`config.mk`:
```
export PLATFORM = sky130hd
export DESIGN_NAME = operand_fetch_sb
export DESIGN_NICKNAME = d
export VERILOG_FILES = /design/src/rtl/operand_fetch_sb.sv
export SDC_FILE = /design/constraint.sdc
export NUM_CORES = 1
export LEC_CHECK = 0
export CAP_MARGIN = 20
export CORE_MARGIN = 2
export CORE_UTILIZATION = 45
export DETAILED_ROUTE_END_ITERATION = 12
export PLACE_DENSITY = 0.87
export SLEW_MARGIN = 20
export SYNTH_ARGS = -nofsm -noshare
export SYNTH_HDL_FRONTEND = slang
export SYNTH_SLANG_ARGS = --single-unit
```
`constraint.sdc`:
```
create_clock -name clk -period 3.8 [get_ports clk]
set_input_delay 0.38 -clock clk [delete_from_list [all_inputs] [get_ports clk]]
set_output_delay 0.38 -clock clk [all_outputs]
set_load 0.01 [all_outputs]
```
`src/rtl/operand_fetch_sb.sv`:
```
// Operand fetch and writeback stage with a pending-destination scoreboard for a 2R1W register file.
// Define OPFETCH_FWD_EN to bypass same-cycle writeback data into the fetched operands.
module operand_fetch_sb #(
  parameter int DATA_WIDTH  = 32,
  parameter int REG_NUM     = 32,
  parameter int REG_NUM_BIT = 5
) (
  input  logic                   clk,
  input  logic                   rst_n,
  input  logic                   id_valid,
  output logic                   id_ready,
  input  logic [REG_NUM_BIT-1:0] id_rs1,
  input  logic [REG_NUM_BIT-1:0] id_rs2,
  input  logic [REG_NUM_BIT-1:0] id_rd,
  input  logic                   id_rd_wen,
  output logic                   ex_valid,
  input  logic                   ex_ready,
  output logic [DATA_WIDTH-1:0]  ex_rs1_data,
  output logic [DATA_WIDTH-1:0]  ex_rs2_data,
  output logic [REG_NUM_BIT-1:0] ex_rd,
  output logic                   ex_rd_wen,
  input  logic                   wb_valid,
  input  logic [REG_NUM_BIT-1:0] wb_rd,
  input  logic [DATA_WIDTH-1:0]  wb_data,
  output logic [REG_NUM_BIT-1:0] rf_raddr_a,
  output logic [REG_NUM_BIT-1:0] rf_raddr_b,
  input  logic [DATA_WIDTH-1:0]  rf_rdata_a,
  input  logic [DATA_WIDTH-1:0]  rf_rdata_b,
  output logic [REG_NUM_BIT-1:0] rf_waddr,
  output logic [DATA_WIDTH-1:0]  rf_wdata,
  output logic                   rf_wen,
  output logic [REG_NUM-1:0]     sb_busy,
  output logic                   sb_err
);

  logic [REG_NUM-1:0]    busy;
  logic [REG_NUM-1:0]    busy_next;
  logic                  fwd_a;
  logic                  fwd_b;
  logic                  rs1_hz;
  logic                  rs2_hz;
  logic                  waw_hz;
  logic                  ex_free;
  logic                  accept;
  logic                  wb_live;
  logic [DATA_WIDTH-1:0] opnd_a;
  logic [DATA_WIDTH-1:0] opnd_b;

  assign rf_raddr_a = id_rs1;
  assign rf_raddr_b = id_rs2;
  assign rf_waddr   = wb_rd;
  assign rf_wdata   = wb_data;
  assign wb_live    = wb_valid && (wb_rd != '0);
  assign rf_wen     = rst_n && wb_live;
  assign sb_busy    = {busy[REG_NUM-1:1], 1'b0};

`ifdef OPFETCH_FWD_EN
  assign fwd_a = wb_valid && (wb_rd == id_rs1);
  assign fwd_b = wb_valid && (wb_rd == id_rs2);
`else
  assign fwd_a = 1'b0;
  assign fwd_b = 1'b0;
`endif

  assign rs1_hz  = (id_rs1 != '0) && busy[id_rs1] && !fwd_a;
  assign rs2_hz  = (id_rs2 != '0) && busy[id_rs2] && !fwd_b;
  assign waw_hz  = id_rd_wen && (id_rd != '0) && busy[id_rd] &&
                   !(wb_valid && (wb_rd == id_rd));
  assign ex_free = !ex_valid || ex_ready;
  assign id_ready = rst_n && !rs1_hz && !rs2_hz && !waw_hz && ex_free;
  assign accept   = id_valid && id_ready;

  // x0 reads as zero whatever the RF returns; the bypass only exists when forwarding is built in
  always_comb begin
    opnd_a = rf_rdata_a;
    opnd_b = rf_rdata_b;
    if (id_rs1 == '0)
      opnd_a = '0;
    else if (fwd_a)
      opnd_a = wb_data;
    if (id_rs2 == '0)
      opnd_b = '0;
    else if (fwd_b)
      opnd_b = wb_data;
  end

  // Writeback clears first so an issuing instruction can re-claim the same register
  always_comb begin
    busy_next = busy;
    if (wb_live)
      busy_next[wb_rd] = 1'b0;
    if (accept && id_rd_wen && (id_rd != '0))
      busy_next[id_rd] = 1'b1;
    busy_next[0] = 1'b0;
  end

  always_ff @(posedge clk) begin
    if (!rst_n) begin
      busy        <= '0;
      sb_err      <= 1'b0;
      ex_valid    <= 1'b0;
      ex_rs1_data <= '0;
      ex_rs2_data <= '0;
      ex_rd       <= '0;
      ex_rd_wen   <= 1'b0;
    end else begin
      busy <= busy_next;
      if (wb_live && !busy[wb_rd])
        sb_err <= 1'b1;
      if (accept) begin
        ex_valid    <= 1'b1;
        ex_rs1_data <= opnd_a;
        ex_rs2_data <= opnd_b;
        ex_rd       <= id_rd;
        ex_rd_wen   <= id_rd_wen;
      end else if (ex_ready) begin
        ex_valid <= 1'b0;
      end
    end
  end

endmodule
```
==> key figures <==
Power
  • Pwr per Cell Area: 321.3 nW/um2
  • Worst VDD drop: ~210 uV
  • Tot Pwr: ~2.6 mW
  • Leak pwr: 3.227 nW

Route
  • Routed len/inst: around 18 um
  • Post-Route WL: 17290 um
  • 1st-iter DRT viols: 309
  • DRC: 0
  • Via density: 5.642
  • Antenna viol nets, final: 0
  • Drt pass-1 iters: 5
  • Total number of vias: 5405

Die
  • Io pins: 275
  • Die Wd: 117.4 um
  • Die Ht: 117.4 um
  • Core area: ~13000 um2
  • Total Die Area: 13780 um2
  • Initial Util: 0.4604
  • Num rows: 41

Global routing
  • Met1 usage: 0.3021
  • Met3 Track Usage GR: 0.1065
  • Met2 usage: 0.3984
  • Pin count of the biggest net entering global routing: between 100 and 150
  • First-pass GRT wire length: 27910 um
  • Busiest grt layer: met2
  • Total global-route track usage: 0.2476
  • Vias in the first global route: about 5300
  • GR Overflow Total: 0
  • Initial antenna violation count: 0

Timing
  • Worst-margin pin slew: 0.9908 ns
  • Final Hold Fails: 0
  • Hold Slack: slightly below 0.4 ns
  • Slew margin rel.: 0.3395
  • Final Critical Period: roughly 3.5 ns
  • Unrepaired setup endpoints after global routing: false
  • Clk_skew: 0.009391 ns
  • FMAX: 0.2873 GHz
  • Worst Slack Setup Final: approximately 0.32 ns
  • Final setup fails: 0
  • Sum Neg Setup Slack: 0 ns
  • Fin crit share: 0.9159
  • Max Slew Vio Count: 0

Synth
  • Mean Syn Cell Area: 9.014 um2
  • Top FF cell, synth: dfxtp_1
  • Async S/R FF share, synth: 0
  • Syn_nets: 764
  • Post-synthesis cell type count: 46
  • Post-synthesis sequential area ratio: 0.3563
  • Syn Std Cell Area: 5787 um2
  • Register bit total from synthesis: 103
  • Post-Syn Instances: 642
  • Number of flops mapped to enable cells by yosys: 0
  • Yosys warnings: 0

Critical path
  • Critical Path RT: 3.42 ns
  • CP max stage cell: clkdlybuf4s50_1
  • Buf/Inv on CP: 3
  • CP Class: in -> out
  • Worst path top cell family by delay: buffers and inverters
  • Critical path arrival: 3.10 ns
  • Setup crit end kind: output pin
  • Critical path peak fanout: 10
  • Critical path's most frequent cell: clkdlybuf4s50_1
  • Crit start category: input pin
  • Peak per-stage delay on the critical path: 0.75 ns
  • CP cell instances: clkdlybuf4s50_1, buf_4, mux4_2, nand4_1, o221ai_1, o31ai_1, and3_1, clkdlybuf4s50_1

Run
  • Maxcap violations: 0

Clock tree
  • Clock sinks: between 100 and 150
  • CTS max path bufs: 2
  • Cts bufs inserted: 9
  • Clk root buf: clkbuf_16
  • PostCTS Resize Cnt: 0
  • H-tree depth: 3
  • Worst-path clk slew: approximately 0.070 ns
  • Post-CTS setup buffer count: 0
  • Worst-Skew Late Latency: 0.34 ns
  • Hold buffer count at CTS: 0
  • CTS tree: yes

Placement
  • Buffers on Ports: roughly 210
  • Placed Area: 7662 um2
  • Placement Setup Slack: 0.3186 ns
  • Routability cong.: 0.9136
  • Final HPWL DP: 12390 um

Final layout
  • N_diodes: 0
  • Filler cells: 1003
  • Layout Nets: about 900
  • Layout area overhead: 37.88%
  • Layout cell share with drive strength beyond 1: 0.08651
  • Finished Cell Area: 7979 um2

Min path
  • Worst Hold Class: in -> reg

Outcome
  • Status: completed
## report_power, final
part	switching, mW	internal (mW)	leakage (nW)	total (mW)
clock network	0.408	0.553	0.153	0.960
registers	0.0203	1.12	0.836	1.14
logic	0.222	0.245	2.24	0.466
## placed cells by master (no fill, tap or decap), types with 4 or more instances in the layout
cell             count
clkdlybuf4s50_1    208
o31ai_1             27
nand3_1             14
nor3_1               4
mux2i_1             82
clkbuf_16            9
nor2b_1             10
nor2_1              11
inv_1               10
xor2_1               4
o211ai_1            30
o21ai_0              9
nand4_1              5
mux4_2              24
nand2_1            156
dfxtp_1            103
or3_1                5
mux2_2               8
nand2b_1             9
buf_4               17
## layer usage
metal / wire (um) / vias up
met5: 0 / -
met4: 287 / 0
met3: 2196 / 29
met2: 8076 / 339
met1: 6727 / 2542
li1: - / 2495
## worst paths after layout
check	start	endpoint	cells after the start	slack [ns]
max	id_rd[1]	id_ready	8	0.32
min	rst_n	sb_err	2	0.39
min reg2reg	ex_rs1_data[13]	ex_rs1_data[13]	2	0.46
max reg2reg	busy[10]	busy[7]	7	1.16
## through the flow
step | cells | util
final | 958 | 0.6348
after global routing | 958 | 0.6348
after CTS | 958 | 0.6348
after detailed placement | 942 | 0.6097
after global placement | 942 | 0.6097
after floorplan | 642 | -
## cell families after synthesis
| logic type | count (synthesis) | synth area share |
|---|---|---|
| compound gates | 86 | 0.1105 |
| mux | 114 | 0.2508 |
| flops | 103 | 0.3563 |
| simple gates | 225 | 0.1686 |
| xor+xnor | 5 | 0.007567 |
| buf+inv | 108 | 0.1055 |
| other cells | 1 | 0.0006480 |
## synthesized netlist by cell type (10+ instances only)
master	n	area (um2)
dfxtp_1	103	2062
buf_2	11	55.05
nor2_1	11	41.29
inv_1	10	37.54
buf_4	49	367.9
nor2b_1	10	62.56
o31ai_1	27	202.7
o211ai_1	30	225.2
nand2_1	156	585.6
mux4_2	24	540.5
nand3_1	14	70.07
mux2i_1	82	820.8
clkbuf_1	36	135.1
## flip-flops by register name (all words and copies together), names as in the netlist
signal and flops:
ex_rs2_data 32, ex_valid 1, busy 31, sb_err 1, ex_rs1_data 32, ex_rd_wen 1
ex_rd 5
## cell type report
cell class / count / area [um2] / share of cell area
clock buffers: 11 / 252.7 / 0.03168
clock inverters: 5 / 63.81 / 0.007997
inverters: 10 / 37.54 / 0.004704
multi-input cells: 431 / 3118 / 0.3908
flip-flops and latches: 103 / 2062 / 0.2584
well taps: 172 / 215.2 / 0.02697
repair buffers: 226 / 2230 / 0.2794
Power figures use the tool's default switching activity.
